===== config.mk =====
export PLATFORM = sky130hd
export DESIGN_NAME = led_out
export DESIGN_NICKNAME = d
export VERILOG_FILES = /design/src/rtl/led_out_pkg.sv /design/src/rtl/led_ch.sv /design/src/rtl/led_out.sv
export SDC_FILE = /design/constraint.sdc
export NUM_CORES = 1
export LEC_CHECK = 0
export CAP_MARGIN = 30
export CORE_ASPECT_RATIO = 0.5
export CORE_UTILIZATION = 25
export CTS_BUF_LIST = sky130_fd_sc_hd__clkbuf_16
export DETAILED_ROUTE_END_ITERATION = 6
export GPL_TIMING_DRIVEN = 0
export PLACE_DENSITY_LB_ADDON = 0.25
export SLEW_MARGIN = 15
export SYNTH_ARGS = -nofsm -noshare
export SYNTH_HDL_FRONTEND = slang
export SYNTH_HIERARCHICAL = 1
export SYNTH_SLANG_ARGS = --single-unit

===== constraint.sdc =====
create_clock -name clk -period 8.05 [get_ports clk]
set_clock_uncertainty 0.1 [all_clocks]
set_input_delay 1.61 -clock clk [delete_from_list [all_inputs] [get_ports clk]]
set_output_delay 1.61 -clock clk [all_outputs]
set_load 0.03 [all_outputs]

===== src/rtl/led_out_pkg.sv =====
// Shared types and default constants for the LED blink output block.
// The state encoding is shared by every channel instance; the defaults
// match a 50 MHz clock with a 40 Hz timebase.
package led_out_pkg;

  typedef enum logic [1:0] {
    IDLE = 2'd0,
    ON   = 2'd1,
    GAP  = 2'd2
  } state_t;

  localparam int CYCLE_DEF     = 1250000;  // clk cycles per tick
  localparam int N_DEF         = 3;        // LED channels
  localparam int ON_TICKS_DEF  = 4;        // lit ticks per blink
  localparam int OFF_TICKS_DEF = 4;        // dark ticks after each blink
  localparam int MAX_PEND_DEF  = 7;        // queued requests per channel

endpackage


===== src/rtl/led_ch.sv =====
// One LED channel: saturating request counter, IDLE/ON/GAP blink FSM with
// a tick-based phase counter, and a registered overflow pulse.
// Ports:
//   clk, rst  - clock, synchronous active-high reset
//   tick      - one-cycle timebase strobe shared by all channels
//   pulse     - one-cycle blink request
//   led_n     - active-low LED drive (registered)
//   busy      - blinking or requests pending
//   ovf       - one-cycle pulse: a request was dropped (queue full)
module led_ch
  import led_out_pkg::*;
#(
  parameter int ON_TICKS  = ON_TICKS_DEF,
  parameter int OFF_TICKS = OFF_TICKS_DEF,
  parameter int MAX_PEND  = MAX_PEND_DEF
) (
  input  logic clk,
  input  logic rst,
  input  logic tick,
  input  logic pulse,
  output logic led_n,
  output logic busy,
  output logic ovf
);

  localparam int PW   = $clog2(MAX_PEND + 1);
  localparam int PMAX = (ON_TICKS > OFF_TICKS) ? ON_TICKS : OFF_TICKS;
  localparam int PHW  = $clog2(PMAX + 1);

  state_t          state, state_nxt;
  logic [PHW-1:0]  ph, ph_nxt;
  logic [PW-1:0]   pend;
  logic            take;   // a blink starts this cycle and consumes a request

  always_comb begin
    state_nxt = state;
    ph_nxt    = ph;
    take      = 1'b0;
    if (tick) begin
      case (state)
        IDLE: begin
          if (pend != '0) begin
            state_nxt = ON;
            ph_nxt    = '0;
            take      = 1'b1;
          end
        end
        ON: begin
          if (ph == PHW'(ON_TICKS - 1)) begin
            state_nxt = GAP;
            ph_nxt    = '0;
          end else begin
            ph_nxt = ph + PHW'(1);
          end
        end
        GAP: begin
          if (ph == PHW'(OFF_TICKS - 1)) begin
            ph_nxt = '0;
            // Chain straight into the next blink when work is queued.
            if (pend != '0) begin
              state_nxt = ON;
              take      = 1'b1;
            end else begin
              state_nxt = IDLE;
            end
          end else begin
            ph_nxt = ph + PHW'(1);
          end
        end
        default: begin
          state_nxt = IDLE;
          ph_nxt    = '0;
        end
      endcase
    end
  end

  always_ff @(posedge clk) begin
    if (rst) begin
      state <= IDLE;
      ph    <= '0;
      pend  <= '0;
      led_n <= 1'b1;
      ovf   <= 1'b0;
    end else begin
      state <= state_nxt;
      ph    <= ph_nxt;
      // Own flop tracking the ON state so the pin never sees decode glitches.
      led_n <= (state_nxt != ON);
      ovf   <= 1'b0;
      // Simultaneous request and consume cancel out, even when full.
      if (pulse && !take) begin
        if (pend == PW'(MAX_PEND)) ovf <= 1'b1;
        else                       pend <= pend + PW'(1);
      end else if (take && !pulse) begin
        pend <= pend - PW'(1);
      end
    end
  end

  assign busy = (state != IDLE) || (pend != '0);

endmodule


===== src/rtl/led_out.sv =====
// LED blink output stage: N independent channels turning one-cycle event
// pulses into visible active-low blinks, paced by a shared timebase.
// Ports:
//   clk, rst        - clock, synchronous active-high reset
//   pulse_in[N-1:0] - one-cycle blink requests
//   led_n[N-1:0]    - active-low LED drives (registered)
//   busy[N-1:0]     - channel blinking or has pending requests
//   ovf[N-1:0]      - one-cycle pulse when a request was dropped
module led_out
  import led_out_pkg::*;
#(
  parameter int CYCLE     = CYCLE_DEF,
  parameter int N         = N_DEF,
  parameter int ON_TICKS  = ON_TICKS_DEF,
  parameter int OFF_TICKS = OFF_TICKS_DEF,
  parameter int MAX_PEND  = MAX_PEND_DEF
) (
  input  logic         clk,
  input  logic         rst,
  input  logic [N-1:0] pulse_in,
  output logic [N-1:0] led_n,
  output logic [N-1:0] busy,
  output logic [N-1:0] ovf
);

  localparam int TW = $clog2(CYCLE + 1);

  logic [TW-1:0] tcnt;
  logic          tick;

  assign tick = (tcnt == TW'(CYCLE - 1));

  always_ff @(posedge clk) begin
    if (rst)       tcnt <= '0;
    else if (tick) tcnt <= '0;
    else           tcnt <= tcnt + TW'(1);
  end

  for (genvar i = 0; i < N; i++) begin : g_ch
    led_ch #(
      .ON_TICKS (ON_TICKS),
      .OFF_TICKS(OFF_TICKS),
      .MAX_PEND (MAX_PEND)
    ) u_ch (
      .clk  (clk),
      .rst  (rst),
      .tick (tick),
      .pulse(pulse_in[i]),
      .led_n(led_n[i]),
      .busy (busy[i]),
      .ovf  (ovf[i])
    );
  end

endmodule


==> Yosys cells after proc, flatten, opt, wreduce, memory -nomap -nowiden <==
Index checks and enable logic that the tools add are counted.
{ "totals": {"regBits": 51, "output_inout_bits": 9} }
{ "op_classes": {"n_addsub": 10, "n_eq_ne": 22, "n_mux": 51, "bitwise": 3, "reduce_logical": 40} }
{ "op_table": {"columns": ["op", "count"], "rows": [
  ["$mux 3", 15],
  ["$mux 2", 12],
  ["$add 21x1->21 const B", 1],
  ["$eq 21x21->1 const B", 1],
  ["$add 3x1->3 const B", 6],
  ["$pmux 2 s3", 3],
  ["$pmux 3 s2", 3],
  ["$mux 1", 15],
  ["$reduce_or 2->1", 7],
  ["$ne 2x1->1 const B", 6],
  ["$reduce_and 2->1", 6],
  ["$reduce_bool 2->1", 6],
  ["$eq 3x2->1 const B", 3],
  ["$eq 3x3->1 const B", 3],
  ["$reduce_bool 3->1", 3],
  ["$sub 3x1->3 const B", 3],
  ["$eq 2x1->1 const B", 3],
  ["$eq 2x2->1 const B", 3],
  ["$logic_and 1x1->1", 6],
  ["$logic_not 1->1", 6],
  ["$logic_not 2->1", 3],
  ["$ne 2x2->1 const B", 3],
  ["$pmux 1 s2", 3],
  ["$logic_or 1x1->1", 3],
  ["$not 1->1", 3]
]} }

==> Logic depth before layout (Yosys ltp) <==
{ "depth": {"ltp_word": 9, "ltp_mapped": 11} }

==> Cells and area by module <==
Netlist, hierarchy kept.
{ "by_module_without_submodules": {"columns": ["mod", "instances", "cells_each", "area_per_inst_um2"], "rows": [
  ["led_ch at g_ch[0].u_ch ...", 2, 65, 598.1],
  ["led_out", 1, 113, 984.7],
  ["led_ch at g_ch[2].u_ch", 1, 65, 596.8]
]} }

==> Least setup slack after synthesis <==
Ideal clock, no wire load.
{ "synth_timing": {"path_type": "flip-flop to flip-flop", "start": "reg tcnt[0]", "end": "reg g_ch[2].u_ch.pend[2]", "t_arrival_ps": 3647, "required_ps": 7829, "path_slack_ps": 4183, "path_stages_with_launch": 12, "synth_period_minus_slack_ps": 3867, "path_cell_list": "dfxtp_1 -> ha_1 -> nand3_2 -> or4b_1 -> nor3_1 -> o31a_1 -> o21ai_0 -> nand2_1 -> fa_1 -> nor2_1 -> mux2i_1 -> mux2_2"} }
{ "synth_between": {"elab_chain_cells": 6} }
{ "synth_lines": {"columns": ["element", "line", "text"], "rows": [
  ["from (decl)", "led_out.sv:28", "logic [TW-1:0] tcnt;"],
  ["from (signal assigned)", "led_out.sv:36", "else tcnt <= tcnt + TW'(1);"],
  ["$eq 21x21->1 (*)", "led_out.sv:31", "assign tick = (tcnt == TW'(CYCLE - 1));"],
  ["named net tick", "led_out.sv:29", "logic tick;"],
  ["$mux 1 (*)", "led_ch.sv:39", "if (tick) begin"],
  ["$logic_not 1->1", "led_ch.sv:92", "if (pulse && !take) begin"],
  ["$logic_and 1x1->1", "led_ch.sv:92", null],
  ["$ne 2x2->1 (no source line) / $reduce_bool 2->1 (equally long branches)", null, null],
  ["$reduce_and 2->1 (no source line)", null, null],
  ["to (signal assigned)", "led_ch.sv:94", "else pend <= pend + PW'(1);"],
  ["to (signal assigned)", "led_ch.sv:96", "pend <= pend - PW'(1);"],
  ["to (decl)", "led_ch.sv:32", "logic [PW-1:0] pend;"]
]} }
Mark *: on every way through the listed nets, which the timed path passes. The rest lies on a longest branch.
A chain may end at the register's enable or synchronous reset.

==> Worst setup path in the final report <==
{ "layout_timing": {"start": "reg g_ch[1].u_ch.state[0]", "end": "out busy[1]"} }
{ "layout_between": {"elab_chain_cells": 2} }
{ "layout_lines": {"columns": ["element", "line", "text"], "rows": [
  ["from (decl)", "led_ch.sv:30", "state_t state, state_nxt;"],
  ["from (signal assigned)", "led_ch.sv:86", "state <= state_nxt;"],
  ["$reduce_bool 2->1", "led_ch.sv:101", "assign busy = (state != IDLE) || (pend != '0);"],
  ["$logic_or 1x1->1", "led_ch.sv:101", null],
  ["to (decl)", "led_out.sv:22", "output logic [N-1:0] busy,"]
]} }
No other way between the ends.

==> results.json <==
{
  "grt_start_max_net_pins": 16,
  "rows": 26,
  "yosys-top-cells-area": "dfxtp_1 (37%), ha_1 (7.2%), nor2_1 (4.3%)",
  "cp.arrival_ns": 2.07,
  "regToRegSetupSlack_ns": 4.66,
  "drive_gt1_share_pct": 10.3,
  "clock_latency_ns": 0.29,
  "r2r-start": "tcnt[0]",
  "ff_latch_area_sq_um": 1020,
  "multi_input_area_sq_um": 1660,
  "setup_tns_ns": 0,
  "instances_no_fill": 470,
  "via_per_inst": 4.56,
  "fillers": 1092,
  "die_x_um": 151,
  "cp-end-kind": "output pin",
  "cts_setup_buffers": 0,
  "hold_buffers": 0,
  "overflow": 0,
  "yosys_warnings": 6,
  "yosys.area.top_type": "dfxtp_1",
  "ys_types": 49,
  "drv_slew": 0,
  "cts_buffer_depth": 2,
  "p_leak_nw": 1.20,
  "drc": 0,
  "yosysTopAreaCellShare_pct": 36.8,
  "cp_data_required_time_ns": 6.34,
  "worstHoldPathType": "register to register",
  "rsz0062_at_grt": "no",
  "whs_endpoint": "g_ch[0].u_ch/ph[1]",
  "start_kind": "register",
  "crit_fanout": 3,
  "cts_resized": 0,
  "fin_util_pct": 31.0,
  "grt_first_pass_wirelength_um": 8850,
  "clock.fmax_mhz": 264,
  "track_usage_pct": 9.56,
  "synth_cells": 308,
  "ir_drop_mv": 0.0651,
  "fin_nets": 353,
  "core_sq_um": 10500,
  "relSlewSlack_pct": 63.6,
  "cts_buffers": 5,
  "start_util_pct": 26.4,
  "status": "finished, final reports clean",
  "clk_pin_slew_ns": 0.07,
  "dp.cells": 462,
  "yosysSeqAreaShare_pct": 36.8,
  "port_buffers": 13,
  "dieHeight_um": 76.5,
  "routedWlPerCell_um": 10.5,
  "hpwl_um": 3600,
  "syn-cell-area_sq_um": 2780,
  "hold_slack_ns": 0.361,
  "fp.dieArea_sq_um": 11600,
  "drt_pass1_iterations": 4,
  "wl_um": 4920,
  "holdPathStages": 2,
  "drtAntennaViolNets": 0,
  "r2r_cells": 11,
  "synth_commonest_cells": "dfxtp_1 (51), nor2_1 (32), nand2_1 (27), a21oi_1 (20), inv_1 (17)",
  "hold_start": "g_ch[0].u_ch/ph[1]",
  "path_class": "register to output pin",
  "final_hold_viol_count": 0,
  "n_antenna_cell": 0,
  "power.density_nw_per_um2": 172,
  "cts_root_buf": "clkbuf_16",
  "synth_edf_count": 0,
  "yosysMostFrequentCell": "dfxtp_1",
  "async_flop_share_pct": 0,
  "worstReg2RegEnd": "g_ch[2].u_ch/pend[2]",
  "antenna_found_initial": 0,
  "first_iter_violations": 110,
  "grt_pass1_vias": 1958,
  "pin_count": 14,
  "min_period_ns": 3.78,
  "ys_dominant_reg_cell": "dfxtp_1",
  "gp_congestion": 0.753,
  "avgSynthCellArea_sq_um": 9.02,
  "clock_sinks": 51,
  "cts.htree.levels": 2,
  "syn_nets": 332,
  "cts_tree": "yes",
  "maxCapViolations": 0,
  "synth_seq_cells": 51,
  "worst_pin_slew_ns": 0.543,
  "syn2layout_area_growth_pct": 17.3,
  "setup_viol": 0,
  "period_share_pct": 47.0,
  "vias": 2143
}
how the worst max path moves through the flow:
stage | depth (start not counted) | end | from | slack (ns)
floorplan | 11 | g_ch[2].u_ch/pend[2] | tcnt[0] | 4.18
global placement | 11 | g_ch[2].u_ch/pend[2] | tcnt[0] | 3.34
detailed placement | 6 | g_ch[2].u_ch/pend[2] | pulse_in[2] | 4.52
CTS | 4 | busy[1] | g_ch[1].u_ch/state[0] | 4.25
global route | 4 | busy[1] | g_ch[1].u_ch/state[0] | 4.19
finish | 4 | busy[1] | g_ch[1].u_ch/state[0] | 4.27
area by class of cell:
cell class	count	share of cell area, %
multi-input cells	234	51.0
inverters	17	1.96
flip-flops and latches	51	31.3
well taps	140	5.37
repair buffers	14	4.22
clock buffers	5	3.84
plain buffers	6	1.07
clock inverters	3	1.19
logic make-up (layout without fill, tap and decap cells):
kind of cell               after synthesis  after routing  synth area share [%]
and+or+nand+nor                        145            145                  29.6
DFF                                     51             51                  36.8
AOI/OAI and AO/OA                       43             43                  10.9
buffers and inverters                   23             45                  3.56
adders and majority gates               19             19                  9.37
muxes                                   15             15                  6.08
xor gates and xnor gates                12             12                  3.78
metal layers:
layer | global-route usage, % | share of wire [%] | up-vias
li1 | - | - | 1123
met1 | 12.5 | 52 | 998
met2 | 14.6 | 43 | 16
met3 | 2.87 | 3.2 | 6
met4 | 3.60 | 1.5 | 0
met5 | 0 | 0 | -
power breakdown:
group | internal, mW | switching, mW
clock network | 0.145 | 0.0928
logic | 0.0280 | 0.0265
registers | 0.259 | 0.00914
total | 0.432 | 0.128
flip-flops by register name (all words and copies together) (netlist names):
signal and count:
g_ch.u_ch/state 6, g_ch.u_ch/led_n 3, tcnt 21, g_ch.u_ch/ovf 3, g_ch.u_ch/pend 9, g_ch.u_ch/ph 9
worst max-delay path, stage by stage (launching register included):
cell             delay, ns
dfxtp_1               0.33
inv_1                 0.10
ha_1                  0.25
or4b_4                0.49
clkdlybuf4s50_1       0.61
per-stage QoR:
stage          area (sq um)  setup WS [ns]  power (mW)
5_1_grt                3260           4.19       0.590
3_3_place_gp           3080           3.34       0.329
2_1_floorplan          2780           4.18       0.312
6_report               3260           4.27       0.560
4_1_cts                3260           4.25       0.571
3_5_place_dp           3100           4.52       0.329
cell usage in the layout, fill, tap and decap left out, types with 9 or more instances in the layout:
cell type / n
o21ai_0: 9
nand2_1: 27
nand2b_1: 9
or3_1: 10
inv_1: 17
nand3_1: 10
clkdlybuf4s50_1: 13
dfxtp_1: 51
ha_1: 16
a21oi_1: 20
nor2_1: 32
Power figures use the tool's default switching activity.
